`src/rtl/microsoc_debug_pkg.sv`:
```
// Shared debug-port definitions: FSM state encoding and the default word width
// used by microsoc_top.
package microsoc_debug_pkg;
    localparam int DEBUG_DATA_W = 8;

    typedef enum logic [1:0] {
        IDLE   = 2'd0,
        SETUP  = 2'd1,
        STROBE = 2'd2,
        GAP    = 2'd3
    } dbg_state_t;
endpackage

```
`src/rtl/debugport_fifo.sv`:
```
// Synchronous FIFO for queued debug words; flush discards every stored entry.
module debugport_fifo #(
    parameter int DATA_W = 8,
    parameter int DEPTH  = 4
) (
    input  logic                     clk,
    input  logic                     rst,
    input  logic                     push,
    input  logic                     pop,
    input  logic                     flush,
    input  logic [DATA_W-1:0]        wr_data,
    output logic [DATA_W-1:0]        rd_data,
    output logic                     full,
    output logic                     empty,
    output logic [$clog2(DEPTH):0]   level
);
    localparam int AW = $clog2(DEPTH);
    localparam int LW = AW + 1;

    logic [DATA_W-1:0] mem [DEPTH];
    logic [AW-1:0]     wptr, rptr;

    // Storage has no reset; pointers and level define which entries are valid.
    always_ff @(posedge clk) begin
        if (push)
            mem[wptr] <= wr_data;
    end

    always_ff @(posedge clk) begin
        if (rst || flush) begin
            wptr  <= '0;
            rptr  <= '0;
            level <= '0;
        end else begin
            if (push)
                wptr <= wptr + AW'(1);
            if (pop)
                rptr <= rptr + AW'(1);
            level <= level + LW'(push) - LW'(pop);
        end
    end

    assign rd_data = mem[rptr];
    assign full    = (level == LW'(DEPTH));
    assign empty   = (level == '0);
endmodule

```
`src/rtl/debugport_ctrl.sv`:
```
// Paced debug-port driver: queues processor writes and emits each word with a
// setup cycle, a fixed-length strobe and an inter-word gap.
module debugport_ctrl
    import microsoc_debug_pkg::*;
#(
    parameter int DATA_W        = DEBUG_DATA_W,
    parameter int DEPTH         = 4,
    parameter int STROBE_CYCLES = 2,
    parameter int GAP_CYCLES    = 1,
    parameter bit DROP_ON_FULL  = 1'b0,
    parameter int CNT_W         = 8
) (
    input  logic                   clk,
    input  logic                   rst,
    input  logic                   wr_valid,
    output logic                   wr_ready,
    input  logic [DATA_W-1:0]      wr_data,
    input  logic                   flush,
    output logic                   debugport_en,
    output logic [DATA_W-1:0]      debugport,
    output logic [$clog2(DEPTH):0] level,
    output logic                   busy,
    output logic [CNT_W-1:0]       drop_cnt
);
    localparam int MAXC = (STROBE_CYCLES > GAP_CYCLES) ? STROBE_CYCLES : GAP_CYCLES;
    localparam int CW   = $clog2(MAXC + 1);
    localparam logic [CW-1:0] S_LAST = CW'(STROBE_CYCLES - 1);
    localparam logic [CW-1:0] G_LAST = CW'((GAP_CYCLES > 0) ? GAP_CYCLES - 1 : 0);

    dbg_state_t        state, state_nxt;
    logic [CW-1:0]     cnt, cnt_nxt;
    logic              full, empty, push, pop, drop, can_pop, word_done;
    logic [DATA_W-1:0] head;

    assign wr_ready = !rst && (DROP_ON_FULL ? 1'b1 : !full);
    assign push     = wr_valid && wr_ready && !full && !flush;
    assign drop     = DROP_ON_FULL && wr_valid && wr_ready && full && !flush;
    // A flush also discards the head, so nothing may be popped on that edge.
    assign can_pop  = !empty && !flush;
    assign busy     = (state != IDLE) || (level != '0);

    debugport_fifo #(.DATA_W(DATA_W), .DEPTH(DEPTH)) u_fifo (
        .clk     (clk),
        .rst     (rst),
        .push    (push),
        .pop     (pop),
        .flush   (flush),
        .wr_data (wr_data),
        .rd_data (head),
        .full    (full),
        .empty   (empty),
        .level   (level)
    );

    always_comb begin
        state_nxt = state;
        cnt_nxt   = cnt;
        pop       = 1'b0;
        word_done = 1'b0;
        case (state)
            IDLE:   word_done = 1'b1;
            SETUP: begin
                state_nxt = STROBE;
                cnt_nxt   = '0;
            end
            STROBE: begin
                if (cnt == S_LAST) begin
                    cnt_nxt = '0;
                    if (GAP_CYCLES > 0) state_nxt = GAP;
                    else                word_done = 1'b1;
                end else begin
                    cnt_nxt = cnt + CW'(1);
                end
            end
            GAP: begin
                if (cnt == G_LAST) word_done = 1'b1;
                else               cnt_nxt   = cnt + CW'(1);
            end
            default: state_nxt = IDLE;
        endcase
        // End of a word (or idling): fetch the next one if available.
        if (word_done) begin
            cnt_nxt = '0;
            if (can_pop) begin
                pop       = 1'b1;
                state_nxt = SETUP;
            end else begin
                state_nxt = IDLE;
            end
        end
    end

    always_ff @(posedge clk) begin
        if (rst) begin
            state        <= IDLE;
            cnt          <= '0;
            debugport_en <= 1'b0;
            debugport    <= '0;
            drop_cnt     <= '0;
        end else begin
            state        <= state_nxt;
            cnt          <= cnt_nxt;
            debugport_en <= (state_nxt == STROBE);
            if (pop)
                debugport <= head;
            if (drop && (drop_cnt != '1))
                drop_cnt <= drop_cnt + CNT_W'(1);
        end
    end
endmodule

```
`config.mk`:
```
export PLATFORM = sky130hd
export DESIGN_NAME = debugport_ctrl
export DESIGN_NICKNAME = d
export VERILOG_FILES = /design/src/rtl/microsoc_debug_pkg.sv /design/src/rtl/debugport_fifo.sv /design/src/rtl/debugport_ctrl.sv
export SDC_FILE = /design/constraint.sdc
export NUM_CORES = 1
export LEC_CHECK = 0
export BUFFER_PORTS_ARGS = -buffer_cell sky130_fd_sc_hd__buf_4
export CAP_MARGIN = 10
export CORE_UTILIZATION = 40
export CTS_CLUSTER_DIAMETER = 150
export DETAILED_ROUTE_END_ITERATION = 8
export GPL_ROUTABILITY_DRIVEN = 0
export HOLD_SLACK_MARGIN = 0.15
export PLACE_DENSITY = 0.58
export REMOVE_ABC_BUFFERS = 1
export SLEW_MARGIN = 0
export SYNTH_ARGS = -nofsm -noshare
export SYNTH_HDL_FRONTEND = slang
export SYNTH_SLANG_ARGS = --single-unit
export TNS_END_PERCENT = 50
```
`constraint.sdc`:
```
create_clock -name clk -period 4.05 [get_ports clk]
set_clock_uncertainty 0.15 [all_clocks]
set_input_delay 0 -clock clk [delete_from_list [all_inputs] [get_ports clk]]
set_output_delay 0 -clock clk [all_outputs]
set_load 0.01 [all_outputs]
```
* Yosys cells after proc, flatten, opt, wreduce, memory -nomap -nowiden *
Memories as Yosys holds them, arrays and structs flattened. A register that Yosys moved wholly into a read port is not among the register bits.
Cells that the tools add are included.

storage, ports and cells
  word-level logic and storage cells = 51
  ROM bits = 0
  RAM bits = 32
  memories kept = 1
  output and inout port bits = 22
  bits in latches = 0
  bits of input ports = 12
  bits in registers = 12

memories
  memory      words  bits a word  read ports  clocked after Yosys merged registers in  wr ports  line                  text
  u_fifo.mem  4      8            1           1                                        1         debugport_fifo.sv:20  logic [DATA_W-1:0] mem [DEPTH];

operators by class
  div/mod/pow operators = 0
  shift operators = 0
  add/subtract/negate cells = 5
  bitwise gates (word level) = 0
  mux-type cells = 13
  multipliers = 0
  equality and inequality tests = 7
  reductions and logical operators = 19
  magnitude comparators = 0

operators with widths
  cell                                           number
  two-way mux 2 bit                              4
  adder 2 x 1 -> 2 bit, second input constant    3
  == test 2 bit, second input constant           3
  two-way mux 1 bit                              6
  one-hot mux 2 bit (3 select lines)             1
  nonzero test 3 bit                             2
  logical AND 1 bit                              5
  == test 2 x 1 -> 1 bit, second input constant  2
  logical NOT 1 bit                              4
  logical NOT 2 bit                              2
  one-hot mux 2 bit (2 select lines)             1
  adder 3 x 1 -> 3 bit                           1
  == test 3 bit, second input constant           1
  logical NOT 3 bit                              1
  subtractor 3 x 1 -> 3 bit                      1
  logical OR 1 bit                               2
  inequality test 2 bit, second input constant   1
  one-hot mux 1 bit (2 select lines)             1
  AND reduction 2 bit                            1
  nonzero test 2 bit                             1
  OR reduction 2 bit                             1

* Logic depth before layout (Yosys ltp) *
  word-level depth = 8
  depth in mapped cells = 13

* Hierarchy *
From an unflattened synthesis, not the netlist that was laid out.

second synthesis, totals
  cell total of the unflattened synthesis = 170
  area, all modules = 2,381.0 µm²

modules (own cells, without submodules)
  module          times used  sequential area each (µm²)  cells an instance  area an instance (µm²)
  debugport_fifo  1           1,141.1                     88                 1,610.3
  debugport_ctrl  1           260.2                       82                 770.7

* Least setup slack after synthesis *
No wires, ideal clock.

  path kind = reg2reg
  start point = reg state[0]
  end point = reg u_fifo.level[2]
  slack = 1.298 ns
  path buffers = 1
  data required time = 3.778 ns
  arrival time = 2.479 ns
  stages on the path, launching flop included = 13
  path through = dfxtp_1 inv_1 ha_1 nor4_4 buf_6 ha_1 inv_1 ha_1 inv_1 fa_1 xor2_1 xnor2_1 nor2_1

on the way
  longest elaborated chain between the ends = 4

ends and longest elaborated chain
  element                                                    line                   text
  from (decl)                                                debugport_ctrl.sv:30   dbg_state_t state, state_nxt;
  from (signal assigned)                                     debugport_ctrl.sv:101  state <= state_nxt;
  == test 2 bit / logical NOT 2 bit (equally long branches)  debugport_ctrl.sv:60   case (state)
  one-hot mux 1 bit (2 select lines) *                       debugport_ctrl.sv:60
  two-way mux 1 bit *                                        debugport_ctrl.sv:82   if (word_done) begin
  named net pop                                              debugport_ctrl.sv:32   logic full, empty, push, pop, drop, can_pop, word_done;
  subtractor 3 x 1 -> 3 bit *                                debugport_fifo.sv:39   level <= level + LW'(push) - LW'(pop);
  to (signal assigned)                                       debugport_fifo.sv:39
  to (decl)                                                  debugport_fifo.sv:15   output logic [$clog2(DEPTH):0] level

Mark *: on every way through the listed nets, which the timed path passes. The rest lies on a longest branch.
A chain may end at the register's enable or synchronous reset.

* Worst setup path in the final report *
  start point = reg state[0]
  end point = reg u_fifo.level[2]

on the way
  longest elaborated chain between the ends = 4

ends and longest elaborated chain
  element                                                    line
  == test 2 bit / logical NOT 2 bit (equally long branches)  debugport_ctrl.sv:60
  one-hot mux 1 bit (2 select lines) *                       debugport_ctrl.sv:60
  two-way mux 1 bit *                                        debugport_ctrl.sv:82
  subtractor 3 x 1 -> 3 bit *                                debugport_fifo.sv:39

Mark *: on every way between the ends. The rest lies on a longest branch, timed or not.

==> flow_metrics.py <==
metrics = {
    "status": {
        "status": "finished, final reports clean",
    },
    "logic_synthesis": {
        "syn_area_sq_um": 2240,
        "synth_cells": 161,
        "synth_area_per_cell_sq_um": 13.9,
        "yosysWarnings": 0,
        "synthSimpleGateAreaFrac": 0.0789,
        "synth_xor_area_frac": 0.0157,
        "synthAdderAreaFrac": 0.0761,
        "post_synth_num_cell_types": 29,
        "synth_top_family_by_area": "multiplexers",
        "synth-compound-area-share": 0.0380,
        "muxShareOfSynthArea": 0.121,
        "yosys_register_bits": 52,
        "yosysSeqAreaShare": 0.609,
    },
    "layout": {
        "drive_gt1_frac": 0.234,
        "seq_area_sq_um": 1360,
        "antenna_cells": 0,
        "mostFrequentLayoutCells": "edfxtp_1, buf_4, nor2_1",
        "areaGrowthSynthToFinish_pct": 19.0,
        "layout.nets": 225,
        "nFillCells": 465,
        "final_common_cell": "edfxtp_1",
        "multi_input_area_sq_um": 767,
    },
    "timing": {
        "timing.hold.ws_ns": 0.293,
        "tns_ns": 0,
        "fmax_mhz": 349,
        "rsz0062_at_grt": "no",
        "max_slew_margin": 0.551,
        "finalSetupViolations": 0,
        "worst_pin_slew_ns": 0.672,
        "finalHoldViolations": 0,
        "finalCritPeriodShare": 0.708,
        "fin_crit_ns": 2.87,
        "report.final.slew_viol_count": 0,
    },
    "global_route": {
        "grt_pass1_wl_microns": 6370,
        "grt_pass1_vias": 1361,
        "grt_max_degree": 18,
        "grt_overflow": 0,
        "antenna_found_initial": 0,
        "grt.total_usage": 0.144,
    },
    "clock_network": {
        "cts-root-buf": "clkbuf_8",
        "cts_setup_buffers": 0,
        "cts_hold_buf": 12,
        "cts_htree_levels": 2,
        "clkLatencyLatePin_ns": 0.30,
        "cts.sinks": 52,
        "path_clk_slew_ns": 0.10,
        "clk_path_buf_depth": 2,
        "cts_made_buffers": 5,
        "cts_resized": 0,
        "cts_tree": "yes",
    },
    "pwr": {
        "p_leak_uw": 0.000994,
        "power_density_nw_per_um2": 358,
        "ir_worst_vdd_v": 0.000243,
    },
    "floorplan": {
        "num_rows": 26,
        "io_pins": 34,
        "core_area_sq_um": 5240,
        "start_util": 0.427,
        "die_y_microns": 76.8,
        "dieWidth_microns": 76.8,
        "dieArea_sq_um": 5900,
    },
    "setup_path": {
        "start_kind": "flop",
        "end_kind": "flop",
        "path_max_fanout": 13,
        "crit_type": "flop to flop",
        "critPathSlowestCell": "ha_1",
        "slowest_delay_ns": 0.40,
        "critPathRequiredTime_ns": 4.10,
        "cp.arrival_ns": 2.92,
        "path_cells": "inv_1, ha_1, nor4_4, buf_4, ha_1, inv_1, ha_1, inv_1, fa_1, xor2_1, xnor2_1, nor2_1",
    },
    "min_path": {
        "min_path_type": "input port to flop",
    },
    "place": {
        "hpwl_microns": 2670,
        "io_buffers": 25,
    },
    "detailed_routing": {
        "dr.pass1.iters": 4,
        "vias": 1282,
        "finalWirelength_microns": 3860,
        "final_antenna_net_count": 0,
        "wl_per_cell_microns": 14.2,
        "viasPerCell": 4.73,
        "drcViolationCount": 0,
        "drt_iter0_drc": 50,
    },
    "run": {
        "maxCapViolations": 0,
    },
}
[registers in the layout (all words and copies together), names as in the netlist]
name / flops
u_fifo.rptr: 2
state: 2
u_fifo.mem: 32
debugport_en: 1
u_fifo.wptr: 2
cnt: 2
debugport: 8
u_fifo.level: 3
[through the flow]
| stage | setup slack, ns | std cells | power (uW) | area (sq um) | utilization |
|---|---|---|---|---|---|
| after global routing | 0.968 | 271 | 995 | 2660 | 0.508 |
| after detailed placement | 1.17 | 251 | 666 | 2450 | 0.468 |
| after floorplan | 1.05 | 155 | 631 | 2170 | - |
| after global placement | 1.28 | 251 | 662 | 2450 | 0.468 |
| after CTS | 1.16 | 271 | 965 | 2660 | 0.508 |
| final | 1.18 | 271 | 954 | 2660 | 0.508 |
[layout make-up]
class,count,share of cell area
flip-flops and latches,52,0.511
multi-input cells,92,0.288
inverters,11,0.0155
clock inverters,3,0.00799
clock buffers,5,0.0258
repair buffers,38,0.118
well taps,70,0.0329
[final timing paths]
kind | from | endpoint | slack (ns) | cells past startpoint
worst min register to register | debugport[3]$_SDFFE_PP0P_ | debugport[3]$_SDFFE_PP0P_ | 0.37 | 2
worst min-delay path | wr_data[5] | u_fifo.mem[3][5]$_DFFE_PP_ | 0.29 | 2
worst max register to register | state[0]$_SDFF_PP0_ | u_fifo.level[2]$_SDFF_PP0_ | 1.18 | 12
worst max-delay path | state[0]$_SDFF_PP0_ | u_fifo.level[2]$_SDFF_PP0_ | 1.18 | 12
[synth_stat cells]
cell type	count	area, sq um
a21bo_2	1	10.0
a21oi_1	6	30.0
a21oi_2	1	8.76
a22o_1	1	8.76
a31o_2	1	8.76
a31oi_1	1	6.26
and2_1	5	31.3
buf_1	1	3.75
buf_4	8	60.1
buf_6	2	22.5
clkbuf_1	2	7.51
conb_1	1	3.75
dfxtp_1	20	400
edfxtp_1	32	961
fa_1	1	20.0
ha_1	12	150
inv_1	11	41.3
mux2i_1	9	90.1
mux4_2	8	180
nand2_1	5	18.8
nor2_1	22	82.6
nor3_1	2	10.0
nor4_1	1	6.26
nor4_4	1	21.3
o21ai_0	1	5.00
o21bai_1	1	7.51
or2_2	1	6.26
xnor2_1	3	26.3
xor2_1	1	8.76
[worst max-delay path, delay by kind of cell, from the launching register on]
family / cells / cell delay [ns]
AND/OR/NAND/NOR: 2 / 0.32
adder cells (fa/ha/maj): 4 / 1.16
flip-flops: 1 / 0.37
buffers and inverters: 4 / 0.46
XOR/XNOR: 2 / 0.31
[per-layer routing]
layer  part of all wire  global-route usage
met3              0.036              0.0381
met4             0.0078              0.0385
met1               0.41               0.157
met5                  0                   0
met2               0.55               0.271
[where the power goes]
group / switching [uW] / leakage [uW] / internal, uW
registers: 6.79 / 0.000451 / 570
logic: 41.6 / 0.000498 / 42.4
clock network: 170 / 0.0000445 / 123
[logic make-up (layout without fill, tap and decap cells)]
family                   Yosys count  after routing
adder cells (fa/ha/maj)           13             13
flip-flops                        52             52
AND/OR/NAND/NOR                   37             37
AO/OA/AOI/OAI                     13             13
XOR/XNOR                           4              4
other                              1              8
multiplexers                      17             17
buffers and inverters             24             57
(Power assumes the default switching activity.)
